$ cat src/rtl/fetch_queue_pkg.sv
// Shared types and constants for the fetch-to-decode instruction queue.
package fetch_queue_pkg;

  localparam int FQ_ENTRY_W = 64;

  // Log channel id used by trace messages of this block.
  localparam int FETCH_QUEUE = 7;

  typedef struct packed {
    logic [31:0] pc;
    logic [31:0] inst;
  } fq_entry_t;

endpackage

$ cat src/rtl/fetch_queue_ptr.sv
// Wrapping pointer counter: clears on reset or clear, otherwise steps by one on inc.
module fq_ptr #(
  parameter int W = 2
) (
  input  logic         clk,
  input  logic         reset,
  input  logic         clear,
  input  logic         inc,
  output logic [W-1:0] ptr
);

  always_ff @(posedge clk) begin
    if (reset || clear) begin
      ptr <= '0;
    end else if (inc) begin
      ptr <= ptr + W'(1);
    end
  end

endmodule

$ cat src/rtl/fetch_queue.sv
// Circular {pc, inst} buffer between fetch and decode with flush on redirect.
// Optional zero-latency empty-queue bypass under macro FETCH_QUEUE_BYPASS_EN.
module fetch_queue
  import fetch_queue_pkg::*;
#(
  parameter int DEPTH = 4,
  parameter int PTR_W = $clog2(DEPTH)
) (
  input  logic             _clk,
  input  logic             _reset,
  input  logic             _flush,
  input  logic             _in_valid,
  input  logic [31:0]      _in_pc,
  input  logic [31:0]      _in_inst,
  output logic             in_ready_,
  output logic             out_valid_,
  output logic [31:0]      out_pc_,
  output logic [31:0]      out_inst_,
  input  logic             _out_ready,
  output logic [PTR_W:0]   count_,
  input  logic             _en_trace
);

  localparam logic [PTR_W:0] FULL = DEPTH[PTR_W:0];

  fq_entry_t            mem [DEPTH];
  logic [PTR_W-1:0]     wp;
  logic [PTR_W-1:0]     rp;
  logic [PTR_W:0]       cnt;
  logic                 empty;
  logic                 enq;
  logic                 deq;
  logic [FQ_ENTRY_W-1:0] wr_dat;
  fq_entry_t            head;
  logic                 unused_trace;

  // Tracing has no hardware effect; the input is kept for interface compatibility.
  assign unused_trace = _en_trace ^ (FETCH_QUEUE == 0);

  assign empty     = (cnt == '0);
  assign in_ready_ = (cnt != FULL);
  assign wr_dat    = {_in_pc, _in_inst};
  assign head      = mem[rp];
  assign count_    = cnt;

`ifdef FETCH_QUEUE_BYPASS_EN
  logic byp;
  logic byp_take;

  assign byp      = empty && _in_valid && !_flush;
  assign byp_take = byp && _out_ready;
  assign enq      = _in_valid && in_ready_ && !_flush && !byp_take;
  assign deq      = !empty && _out_ready && !_flush;

  always_comb begin
    out_valid_ = !empty || byp;
    out_pc_    = '0;
    out_inst_  = '0;
    if (!empty) begin
      out_pc_   = head.pc;
      out_inst_ = head.inst;
    end else if (byp) begin
      out_pc_   = _in_pc;
      out_inst_ = _in_inst;
    end
  end
`else
  assign enq = _in_valid && in_ready_ && !_flush;
  assign deq = !empty && _out_ready && !_flush;

  always_comb begin
    out_valid_ = !empty;
    out_pc_    = '0;
    out_inst_  = '0;
    if (!empty) begin
      out_pc_   = head.pc;
      out_inst_ = head.inst;
    end
  end
`endif

  // Slot contents survive reset and flush; only pointers and count are cleared.
  always_ff @(posedge _clk) begin
    if (enq) begin
      mem[wp] <= fq_entry_t'(wr_dat);
    end
  end

  always_ff @(posedge _clk) begin
    if (_reset || _flush) begin
      cnt <= '0;
    end else if (enq && !deq) begin
      cnt <= cnt + (PTR_W+1)'(1);
    end else if (deq && !enq) begin
      cnt <= cnt - (PTR_W+1)'(1);
    end
  end

  fq_ptr #(.W(PTR_W)) u_wp (
    .clk   (_clk),
    .reset (_reset),
    .clear (_flush),
    .inc   (enq),
    .ptr   (wp)
  );

  fq_ptr #(.W(PTR_W)) u_rp (
    .clk   (_clk),
    .reset (_reset),
    .clear (_flush),
    .inc   (deq),
    .ptr   (rp)
  );

endmodule

$ cat config.mk
export PLATFORM = sky130hd
export DESIGN_NAME = fetch_queue
export DESIGN_NICKNAME = d
export VERILOG_FILES = /design/src/rtl/fetch_queue_pkg.sv /design/src/rtl/fetch_queue_ptr.sv /design/src/rtl/fetch_queue.sv
export SDC_FILE = /design/constraint.sdc
export NUM_CORES = 1
export LEC_CHECK = 0
export BUFFER_PORTS_ARGS = -buffer_cell sky130_fd_sc_hd__buf_2
export CAP_MARGIN = 20
export CORE_MARGIN = 8
export CORE_UTILIZATION = 35
export CTS_CLUSTER_DIAMETER = 150
export DETAILED_ROUTE_END_ITERATION = 8
export GPL_ROUTABILITY_DRIVEN = 0
export PLACE_DENSITY_LB_ADDON = 0.3
export SETUP_SLACK_MARGIN = 0.15
export SKIP_CTS_REPAIR_TIMING = 1
export SLEW_MARGIN = 20
export SYNTH_ARGS = -nofsm -noshare
export SYNTH_HDL_FRONTEND = slang
export SYNTH_HIERARCHICAL = 1
export SYNTH_SLANG_ARGS = --single-unit
$ cat constraint.sdc
create_clock -name _clk -period 10.2 [get_ports _clk]
set_input_delay 2.04 -clock _clk [delete_from_list [all_inputs] [get_ports _clk]]
set_output_delay 2.04 -clock _clk [all_outputs]
set_load 0.005 [all_outputs]
* Word-level counts from Yosys, hierarchy flattened
Memory sizes are Yosys's and may differ from the RTL's. A register that Yosys moved wholly into a read port is not among the register bits.
Index checks and enable logic that the tools add are counted.
** Storage, ports and cells
- Memories :: 1
- Word-level logic and storage cells :: 30
- Memory bits (writable) :: 256
- Flip-flop bits (word level) :: 7
- Output and inout port bits :: 69
** Memories
- mem :: words 4, bits a word 64, rd ports 1, clocked after Yosys merged registers in 1, write ports 1, RTL line fetch_queue.sv:26 : fq_entry_t mem [DEPTH];
** Cells by class
- Mux-type cells :: 8
- Reductions and logical operators :: 13
- Add/subtract/negate cells :: 4
- Equality and inequality tests :: 1
** Operators by type and width (number)
- 32-bit 2-to-1 mux :: 2
- 1-bit logical AND :: 6
- 3-bit 2-to-1 mux :: 2
- 2-bit by 1-bit adder with 2-bit output, second input constant :: 2
- 1-bit zero test :: 4
- 2-bit 2-to-1 mux :: 2
- 3-bit by 1-bit adder with 3-bit output, second input constant :: 1
- 3-bit zero test :: 1
- 3-bit != test, second input constant :: 1
- 3-bit by 1-bit subtractor with 3-bit output, second input constant :: 1
- 1-bit 2-to-1 mux :: 2
- 2-bit nonzero test :: 1
- 1-bit logical OR :: 1

* Logic depth before layout (Yosys ltp)
- Depth in word-level cells :: 7
- Depth in mapped cells :: 9
- Mapped depth without buffers :: 9

* Hierarchy
Netlist, hierarchy kept.
** Modules (own cells, without submodules)
- fetch_queue :: seq. area each 7747.4 µm², area each 9945.8 µm², instances 1, cells an instance 429
- fq_ptr :: seq. area each 40.0 µm², area each 83.8 µm², instances 2, cells an instance 7

* Worst setup path after synthesis
OpenSTA, ideal clock, no wires.
- Path kind :: input port to flip-flop
- Start :: input _flush
- End :: memory mem[1][0] in the netlist's numbering (enable)
- Arrival :: 6.973 ns
- Cell stages on the path :: 2
- Library setup time :: 0.578 ns
- Slack :: 2.649 ns
- Path through :: nand3b_1 nor3b_1
** On the way
- Longest elaborated chain between the ends :: 4
** RTL lines
- start: declaration :: RTL line fetch_queue.sv:11 : input logic _flush,
- 1-bit zero test :: RTL line fetch_queue.sv:68 : assign enq = _in_valid && in_ready_ && !_flush;
- 1-bit logical AND :: RTL line fetch_queue.sv:68
- 1-bit 2-to-1 mux :: RTL line fetch_queue.sv:84 : if (enq) begin
- 1-bit 2-to-1 mux (not written as such) :: RTL line fetch_queue.sv:85 : mem[wp] <= fq_entry_t'(wr_dat);
- end: declaration :: RTL line fetch_queue.sv:26
Every way passes these cells.

==> out/qor.yml <==
route:
  drc: 0
  routedWlPerCell_um: 19.6
  wl_um: 19500
  dr.pass1.iters: 4
  ant_nets: 0
  drt_iter0_markers: 263
  viasPerCell: 4.74
  num_vias: 4725
sta:
  fin_setup_tns_ps: 0
  max_slew_margin: 0.297
  max_freq_mhz: 198
  slew_viol_final: 0
  rsz0062_at_grt: "false"
  setup_viol: 0
  fin_crit_ps: 5040
  worst_slew_pin_slew_ps: 1050
  finalHoldViolCount: 0
  finalClockSkew_ps: 11.2
  hold_slack_ps: 571
  fin_crit_sh: 0.494
worst_setup_path:
  r2r_start: "count_[0]"
  crit_start: "u_rp/ptr[0]"
  r2r_slack_ps: 7440
  cp-start-kind: "flop"
  endpoint: "out_inst_[31]"
  cp-end-kind: "primary output"
  cp.required_ps: 8160
  worstPathMaxFanout: 34
  critPathKind: "flop to primary output"
  rr_endpoint: "mem[0][51]"
  ff2ff_path_depth: 4
  crit_arrival_ps: 3000
floorplanning:
  core-area_um2: 28500
  io_pins: 139
  initial_utilization: 0.354
  die_w_um: 186
  fp.dieH_um: 186
  std_cell_rows: 62
  dieArea_um2: 34600
clocking:
  h-tree-depth: 1
  cts_buffer_depth: 3
  cts_buffers: 28
  clkTransAtPathRegs_ps: 60
  tritoncts: "built"
  clk_latency_ps: 530
  clock_sinks: 263
  cts_root_buf: "clkbuf_16"
pwr:
  p_leak_nw: 4.08
  vdd_drop_max_v: 0.000144
  power_density_nw_per_um2: 191
  p_total_mw: 2.31
status:
  status: "finished, final reports clean"
placement:
  dp_hpwl_um: 11200
  dp.cells: 948
  io_buffers: 137
  dpl-instance-area_um2: 11200
global_routing:
  grt_pass1_wl_um: 30200
  grt_max_degree: 67
  antenna_found_initial: 0
  global_route.usage.total: 0.113
  grt_pass1_vias: 5372
  grt.overflow.total: 0
run:
  max_cap_viol_count: 0
layout:
  num_antenna_cells: 0
  regArea_um2: 7840
  drive_above_1_share: 0.414
  final_area_um2: 12100
  mostFrequentLayoutCells: "edfxtp_1, buf_2, and2_1"
  layout_commonest_cell: "edfxtp_1"
  fillers: 2584
  syn2layout_area_growth_pct: 19.3
  final_cells: 997
  multiInputGateArea_um2: 2110
  final_nets: 666
synth:
  netlist_area_um2: 10100
  synthTopCellsByArea: "edfxtp_1, mux4_2, and2_1"
  syn_nets: 515
  yosys.cell_types.count: 26
  yosysTopAreaCell: "edfxtp_1"
  synth_top_area_frac: 0.760
  avgSynthCellArea_um2: 22.8
  syn-instance-count: 443
  synth_seq_cells: 263
  ys_seq_area_frac: 0.774
  yosys_warnings: 6
worst_hold_path:
  hold_start: "count_[2]"
  hold_class: "flop to flop"
layout make-up:
cell class	count	share of cell area
tap	384	0.0398
clock buffer	34	0.0617
inverter	3	0.000934
multi-input combinational	156	0.175
timing repair buffer	142	0.0600
clock inverter	15	0.0134
sequential	263	0.650
stage by stage:
step / util / setup slack [ps]
2_1_floorplan: - / 2650
3_3_place_gp: 0.391 / 5580
3_5_place_dp: 0.391 / 5580
4_1_cts: 0.423 / 4990
5_1_grt: 0.423 / 4850
6_report: 0.423 / 5160
where the power goes:
| group | internal [mW] | total (mW) | switching (mW) |
|---|---|---|---|
| combinational | 0.0513 | 0.110 | 0.0582 |
| clock | 0.593 | 0.986 | 0.394 |
| sequential | 1.20 | 1.21 | 0.00596 |
worst max-delay path, stage by stage, from the launching register on:
cell	delay [ps]
dfxtp_4	790
buf_4	680
mux4_1	630
and2_1	190
buf_2	140
per-layer routing:
layer	part of all wire	routed length [um]	track usage	up-vias
li1	-	-	-	2118
met1	0.42	8230	0.139	2464
met2	0.50	9790	0.196	113
met3	0.061	1190	0.0316	30
met4	0.017	323	0.0289	0
met5	0	0	0	-
worst min-delay path by stage:
stage | end | depth (start not counted)
after CTS | count_[2] | 2
final | count_[2] | 2
after global routing | count_[2] | 2
after detailed placement | count_[2] | 2
after floorplan | count_[2] | 2
after global placement | count_[2] | 2
synthesized netlist by cell type:
cell type,n
clkbuf_1,7
nor3_1,5
or3_1,2
mux2i_1,1
and2_1,64
nor3b_1,2
fa_1,1
mux4_2,62
nand3b_1,4
inv_1,3
buf_6,1
clkbuf_2,1
xor2_1,2
a211oi_1,1
buf_12,6
a211oi_2,2
dfxtp_1,7
mux4_1,2
a21bo_1,2
and3_1,1
ha_1,1
o21ai_0,1
or3b_2,1
xnor2_1,2
buf_2,6
edfxtp_1,256
registers in the layout, indices dropped and copies added (netlist names):
signal / count
count_: 3
mem: 256
u_rp/ptr: 2
u_wp/ptr: 2
kinds of logic (layout without fill, tap and decap cells):
logic type / after synthesis / in the layout / synth area share
compound gates: 6 / 6 / 0.00569
xor+xnor: 4 / 4 / 0.00346
flops: 263 / 263 / 0.774
mux: 65 / 65 / 0.144
simple gates: 79 / 79 / 0.0492
buf+inv: 24 / 194 / 0.0202
fa+ha+maj: 2 / 2 / 0.00322
Note: power is estimated with default switching activity, not from simulation.
